[config.mk]
export PLATFORM = sky130hd
export DESIGN_NAME = btb_predictor_flat
export DESIGN_NICKNAME = d
export VERILOG_FILES = /design/src/rtl/btb_predictor_if.sv /design/src/rtl/btb_predictor.sv /design/src/flat_wrapper.sv
export SDC_FILE = /design/constraint.sdc
export NUM_CORES = 2
export LEC_CHECK = 0
export ABC_AREA = 1
export BUFFER_PORTS_ARGS = -buffer_cell sky130_fd_sc_hd__buf_2
export CAP_MARGIN = 20
export CORE_ASPECT_RATIO = 0.75
export CORE_MARGIN = 4
export CORE_UTILIZATION = 29
export CTS_CLUSTER_SIZE = 28
export DETAILED_ROUTE_END_ITERATION = 10
export GPL_TIMING_DRIVEN = 0
export PLACE_DENSITY_LB_ADDON = 0.25
export REMOVE_ABC_BUFFERS = 1
export SLEW_MARGIN = 20
export SYNTH_ARGS = -nofsm -noshare
export SYNTH_HDL_FRONTEND = slang
export SYNTH_SLANG_ARGS = --single-unit
[constraint.sdc]
create_clock -name clk -period 2.79 [get_ports clk]
set_input_delay 0.1395 -clock clk [delete_from_list [all_inputs] [get_ports clk]]
set_output_delay 0.1395 -clock clk [all_outputs]
set_load 0.05 [all_outputs]
[src/rtl/btb_predictor_if.sv]
// Fetch-lookup / EX-update / flush bundle for btb_predictor.
interface btb_predictor_if;
    logic        if_valid;
    logic [31:0] if_pc;
    logic        pred_taken;
    logic [31:0] pred_target;
    logic        upd_valid;
    logic [31:0] upd_pc;
    logic        upd_taken;
    logic        upd_is_jump;
    logic [31:0] upd_target;
    logic        upd_mispredict;
    logic        btb_flush;
    logic [31:0] mispred_cnt;

    modport slave (
        input  if_valid, if_pc, upd_valid, upd_pc, upd_taken, upd_is_jump,
               upd_target, upd_mispredict, btb_flush,
        output pred_taken, pred_target, mispred_cnt
    );

    modport master (
        output if_valid, if_pc, upd_valid, upd_pc, upd_taken, upd_is_jump,
               upd_target, upd_mispredict, btb_flush,
        input  pred_taken, pred_target, mispred_cnt
    );
endinterface

[src/rtl/btb_predictor.sv]
// Direct-mapped branch target buffer with 2-bit saturating counters.
// Define BTB_FWD_EN to forward a same-cycle update into the lookup path.
module btb_predictor #(
    parameter int ENTRIES = 16
) (
    input  logic            clk,
    input  logic            rst_n,
    btb_predictor_if.slave  bus
);
    localparam int IW = $clog2(ENTRIES);
    localparam int TW = 30 - IW;

    typedef struct packed {
        logic          valid;
        logic [TW-1:0] tag;
        logic [31:0]   tgt;
        logic [1:0]    ctr;
    } entry_t;

    entry_t [ENTRIES-1:0] tbl_q;
    logic [31:0]          mispred_cnt_q, mispred_cnt_d;

    logic [IW-1:0] upd_idx, lk_idx;
    logic [TW-1:0] upd_tag, lk_tag;
    entry_t        upd_cur, upd_ent_d, lk_ent;
    logic          upd_hit, upd_we, lk_hit;
    logic          unused_bits;

    assign upd_idx     = bus.upd_pc[IW+1:2];
    assign upd_tag     = bus.upd_pc[31:IW+2];
    assign lk_idx      = bus.if_pc[IW+1:2];
    assign lk_tag      = bus.if_pc[31:IW+2];
    assign upd_cur     = tbl_q[upd_idx];
    assign upd_hit     = upd_cur.valid && (upd_cur.tag == upd_tag);
    assign unused_bits = ^{bus.upd_pc[1:0], bus.upd_target[0]};

    // Next value of the entry addressed by the update port.
    always_comb begin
        upd_ent_d = upd_cur;
        upd_we    = 1'b0;
        if (bus.upd_valid) begin
            if (upd_hit) begin
                upd_we = 1'b1;
                if (bus.upd_taken) begin
                    if (upd_cur.ctr != 2'd3) upd_ent_d.ctr = upd_cur.ctr + 2'd1;
                    upd_ent_d.tgt = {bus.upd_target[31:1], 1'b0};
                end else if (upd_cur.ctr != 2'd0) begin
                    upd_ent_d.ctr = upd_cur.ctr - 2'd1;
                end
                if (bus.upd_is_jump) upd_ent_d.ctr = 2'd3;
            end else if (bus.upd_taken) begin
                upd_we          = 1'b1;
                upd_ent_d.valid = 1'b1;
                upd_ent_d.tag   = upd_tag;
                upd_ent_d.tgt   = {bus.upd_target[31:1], 1'b0};
                upd_ent_d.ctr   = bus.upd_is_jump ? 2'd3 : 2'd2;
            end
        end
    end

`ifdef BTB_FWD_EN
    // Blocks forwarding of an update still pending from inside reset.
    logic fwd_ok_q;
    always_ff @(posedge clk or negedge rst_n) begin
        if (!rst_n) fwd_ok_q <= 1'b0;
        else        fwd_ok_q <= 1'b1;
    end

    always_comb begin
        lk_ent = tbl_q[lk_idx];
        if (fwd_ok_q && upd_we && (upd_idx == lk_idx)) lk_ent = upd_ent_d;
        if (bus.btb_flush) lk_ent.valid = 1'b0;
    end
`else
    assign lk_ent = tbl_q[lk_idx];
`endif

    assign lk_hit          = bus.if_valid && lk_ent.valid && (lk_ent.tag == lk_tag);
    assign bus.pred_taken  = lk_hit && lk_ent.ctr[1];
    assign bus.pred_target = bus.pred_taken ? lk_ent.tgt : bus.if_pc + 32'd4;
    assign bus.mispred_cnt = mispred_cnt_q;

    always_comb begin
        mispred_cnt_d = mispred_cnt_q;
        if (bus.upd_valid && bus.upd_mispredict && (mispred_cnt_q != 32'hFFFF_FFFF))
            mispred_cnt_d = mispred_cnt_q + 32'd1;
    end

    always_ff @(posedge clk or negedge rst_n) begin
        if (!rst_n) begin
            for (int i = 0; i < ENTRIES; i++) begin
                tbl_q[i].valid <= 1'b0;
                tbl_q[i].tag   <= '0;
                tbl_q[i].tgt   <= '0;
                tbl_q[i].ctr   <= 2'd1;
            end
            mispred_cnt_q <= '0;
        end else begin
            // Flush discards any same-cycle table update.
            if (bus.btb_flush) begin
                for (int i = 0; i < ENTRIES; i++) tbl_q[i].valid <= 1'b0;
            end else if (upd_we) begin
                tbl_q[upd_idx] <= upd_ent_d;
            end
            mispred_cnt_q <= mispred_cnt_d;
        end
    end
endmodule

[src/flat_wrapper.sv]
// flat-port wrapper written by rule: the top's interface ports become plain ports
module btb_predictor_flat 
#(
    parameter int ENTRIES = 16
)
  (clk, rst_n, bus_if_valid, bus_if_pc, bus_upd_valid, bus_upd_pc, bus_upd_taken, bus_upd_is_jump, bus_upd_target, bus_upd_mispredict, bus_btb_flush, bus_pred_taken, bus_pred_target, bus_mispred_cnt);
  btb_predictor_if bus_i ();
  input  logic clk;
  input  logic rst_n;
  input wire logic [$bits(bus_i.if_valid)-1:0] bus_if_valid;
  input wire logic [$bits(bus_i.if_pc)-1:0] bus_if_pc;
  input wire logic [$bits(bus_i.upd_valid)-1:0] bus_upd_valid;
  input wire logic [$bits(bus_i.upd_pc)-1:0] bus_upd_pc;
  input wire logic [$bits(bus_i.upd_taken)-1:0] bus_upd_taken;
  input wire logic [$bits(bus_i.upd_is_jump)-1:0] bus_upd_is_jump;
  input wire logic [$bits(bus_i.upd_target)-1:0] bus_upd_target;
  input wire logic [$bits(bus_i.upd_mispredict)-1:0] bus_upd_mispredict;
  input wire logic [$bits(bus_i.btb_flush)-1:0] bus_btb_flush;
  output wire logic [$bits(bus_i.pred_taken)-1:0] bus_pred_taken;
  output wire logic [$bits(bus_i.pred_target)-1:0] bus_pred_target;
  output wire logic [$bits(bus_i.mispred_cnt)-1:0] bus_mispred_cnt;
  assign bus_i.if_valid = bus_if_valid;
  assign bus_i.if_pc = bus_if_pc;
  assign bus_i.upd_valid = bus_upd_valid;
  assign bus_i.upd_pc = bus_upd_pc;
  assign bus_i.upd_taken = bus_upd_taken;
  assign bus_i.upd_is_jump = bus_upd_is_jump;
  assign bus_i.upd_target = bus_upd_target;
  assign bus_i.upd_mispredict = bus_upd_mispredict;
  assign bus_i.btb_flush = bus_btb_flush;
  assign bus_pred_taken = bus_i.pred_taken;
  assign bus_pred_target = bus_i.pred_target;
  assign bus_mispred_cnt = bus_i.mispred_cnt;
  btb_predictor #(.ENTRIES(ENTRIES)) u_core (.clk(clk), .rst_n(rst_n), .bus(bus_i));
endmodule
==> metrics.md <==
| Metric | Value |
|---|---|
| Status | finished with violations |
| Failing checks | negative hold slack, negative setup slack |
| Maximum clock path buffer count | 3 |
| Setup violators final | 1013 |
| Simple-Gate Fraction of Synth Area | 21.34% |
| Num CTS Buffers | 119 |
| Worst Path Buf+Inv | 3 |
| Hold Fails Final Rpt | 8 |
| Antenna violations before repair | 49 |
| Post-DP HPWL | 153800 um |
| I/O pin cnt | 169 |
| WP data required | 2.65 ns |
| Die Y | 391.2 um |
| Crit path from | u_core.tbl_q[60] |
| Worst-path cell chain | nand3_2 > nand3_2 > a21oi_2 > or3b_4 > a21oi_4 > buf_12 > nand3_2 > nand3b_1 > nor2_4 > buf_12 > nand2_8 > nand2_4 > o21ai_4 > buf_8 |
| CP max FO | 5 |
| Post-synthesis compound-gate area fraction | 22.04% |
| Initial core utilization | 29.21% |
| Mapped Cells | 7852 |
| Top cell type's share of synthesized area | 43.71% |
| Total GRT Usage | 27.19% |
| Final Non-Filler Cells | 10.85k |
| Average wire per standard cell | 29.04 um |
| Multi-input logic area | 29380 um^2 |
| Commonest non-fill, non-tap cell in the layout | nand2_1 |
| Post-synthesis register bit count | 1008 |
| TritonCTS clock tree | yes |
| Vias in the first global route | 55.84k |
| Root buf cell | clkbuf_16 |
| PD cells | 592.3 nW/um^2 |
| Synth area leader | dfrtp_1 |
| Worst-path clk slew | 0.07 ns |
| Synth warn | 0 |
| Slowest cell delay on critical path | 0.44 ns |
| Cell-internal power | 30.56 mW |
| EDFF count, synth | 0 |
| DRC Markers | 0 |
| Hold Path Class | primary input to flop |
| Sink Count | 1008 |
| Synth Area in XOR/XNOR | 1.172% |
| Sw Ratio | 34.22% |
| RSZ-0062 raised after global routing | true |
| Die area | 203000 um^2 |
| Final antenna-violating net count | 0 |
| RePlAce Congestion | 0.8785 |
| Placed insts | 10.14k |
| Largest family of logic cells by synthesized area | compound AO/OA/AOI/OAI gates |
| Synthesized area per cell | 7.233 um^2 |
| Distinct cells, synth | 47 |
| Slowest-stage cell, CP | dfrtp_1 |
| CP arrival | 3.51 ns |
| Synth Area in Adders | 0.04406% |
| IO Port Bufs | 165 |
| Seq pwr share | 40.0% |
| Post-route clock skew | 0.05775 ns |
| Slew Limit Fails | 0 |
| HP Start | bus_upd_target[4] |
| Crit end category | output pin |
| DRT Pass-1 Iters | 9 |
| Row cnt | 140 |
| Latest clock arrival within the worst-skew pair | 0.81 ns |
| Fill cells | 19.06k |
| Core area | 194400 um^2 |
| Period utilization | 130.9% |
| VDD IR-drop max | 530.3 uV |
| Most Frequent Cell on Critical Path | nand3_2 |
| Max-Slew Margin vs Limit | 6.611% |
| Area Growth Syn to Fin | 38.12% |
| Die Wd | 519.0 um |
| Fin crit period | 3.651 ns |
| Post-Synthesis Cell Area | 56790 um^2 |
| Comb power frac | 24.1% |
| Final net count | 8282 |
| DRT iter0 DRCs | 10.34k |
| H-Tree Depth | 3 |
| Top_reg_cell synth | dfrtp_1 |
| Area contributors post-synth | dfrtp_1 44%, nand2_1 17%, o21ai_0 11%, inv_1 6.0%, o22ai_1 2.5% |
| Global-route wire length before repair | 407600 um |
| Sequential fraction of the synthesis area | 44.45% |
| Leakage power | 36.75 nW |
| Vias/cell | 5.781 |
| Post-synthesis mux area share | 0% |
| Total wire length | 315000 um |
| Sequential Area | 25240 um^2 |
| FMAX | 0.2739 GHz |
| Async set or reset register ratio after synthesis | 100.0% |
| Net Switching | 15.90 mW |
| Clock power frac | 35.9% |
| Final Worst Setup Slack | -0.8614 ns |
| Nature of the critical path startpoint | flop |
| Top Family by Delay on Critical Path | simple AND/OR/NAND/NOR gates |
| WS Path Type | flop to output pin |
| Share of post-route cells with drive strength above 1 | 22.02% |
| Final hold slack | -0.02214 ns |
| Most frequent cells in the layout | 2108 x nand2_1, 992 x dfrtp_1, 885 x inv_1 |
| Slew @ Worst Pin | 1.396 ns |
| Worst r2r src | u_core.tbl_q[112] |
| Final global-route overflow total | 0 |
| Pin count of the biggest net entering global routing | 117 |
| Max Cap Violations | 0 |
| Via count | 62.70k |
==> worst paths after layout <==
kind | endpoint | slack (ns) | depth (start not counted)
max | bus_pred_target[13] | -0.86 | 14
min | u_core.tbl_q[555] | -0.02 | 5
max reg2reg | u_core.tbl_q[910] | -0.70 | 25
min reg2reg | u_core.tbl_q[854] | 0.47 | 2
max in group asynchronous | u_core.tbl_q[792] | 0.53 | 6
min in group asynchronous | u_core.tbl_q[845] | 0.02 | 3
==> cells in the mapped netlist (all sizes together) (48+ instances only) <==
cell type	instances
a21oi	240
a221oi	48
a22oi	155
buf	232
clkbuf	350
dfrtp	992
inv	925
nand2	2534
nand3	177
nor2	244
o21ai	1333
o221ai	143
o22ai	230
xor2	61
==> stage by stage <==
stage               worst slack (ns)  util [%]  total power [mW]  area, um^2   TNS, ns
finish                       -0.8614     40.34             46.46       78440   -556.14
detailed placement            -3.975     31.97             27.87       62150  -3339.84
CTS                          -0.7539     37.88             45.29       73660   -315.78
global route                 -0.9148     40.33             48.35       78420   -563.43
floorplan                     -7.635         -             24.32       54060  -4443.45
global placement              -29.24     29.87             27.55       58080         -
==> per-layer routing <==
| metal | GRT usage [%] | up-vias | share of wire (%) |
|---|---|---|---|
| li1 | - | 26500 | - |
| met1 | 38.18 | 30490 | 39 |
| met2 | 38.87 | 4780 | 40 |
| met3 | 7.842 | 918 | 15 |
| met4 | 11.29 | 18 | 5.2 |
| met5 | 0 | - | 0.038 |
==> sequential cells by signal (all words and copies together) (netlist names) <==
| name | flops |
|---|---|
| u_core.tbl_q | 976 |
| u_core.bus.mispred_cnt | 32 |
==> area by class of cell <==
class	instances	share of cell area (%)
Inverter	929	4.857
Sequential cell	1008	32.18
Tap cell	2556	4.077
Clock inverter	41	0.7401
Timing Repair inverter	8	0.1308
Antenna cell	13	0.04147
Clock buffer	182	4.444
Timing Repair Buffer	766	16.07
Multi-Input combinational cell	5344	37.46
==> cell families (layout without fill, tap and decap cells) <==
group,after synthesis,count (layout)
compound gates,2195,2195
other cells,0,13
fa+ha+maj,2,2
xor+xnor,76,76
buf+inv,1511,1926
simple gates,3060,3071
flops,1008,1008
==> power by group through the flow <==
stage / Combinational, mW / Sequential, mW / Clock, mW
after CTS: 10.1 / 18.5 / 16.7
after global routing: 12.2 / 18.8 / 17.4
after global placement: 8.80 / 18.7 / 0
after floorplan: 5.70 / 18.6 / 0
final: 11.2 / 18.6 / 16.7
after detailed placement: 9.16 / 18.7 / 0
==> timing repair <==
action	CTS	global route
hold endpoints to repair	729	14
buffers inserted	193	85
pin swaps	99	103
cloned	103	71
setup endpoints to repair	1018	1020
hold buffers	26	3
resized for setup	851	943
==> worst reg2reg max path, cell delays in order (launching register included) <==
cell and delay [ns]:
dfrtp_1 0.39, nand2_1 0.07, o21ai_0 0.08, nand2_1 0.09, nand2_1 0.07, nand2_1 0.09
nand2_2 0.09, o21bai_4 0.25, nand2_1 0.10, nor2_2 0.14, nand3_2 0.11, nor2_4 0.22
nand2_2 0.11, nand2_4 0.10, nand3_4 0.10, buf_12 0.17, buf_12 0.13, buf_6 0.11
nor2_4 0.18, buf_12 0.16, buf_16 0.12, buf_12 0.11, buf_12 0.13, buf_16 0.17
nand2_2 0.05, o21ai_1 0.10
(Power assumes the default switching activity.)
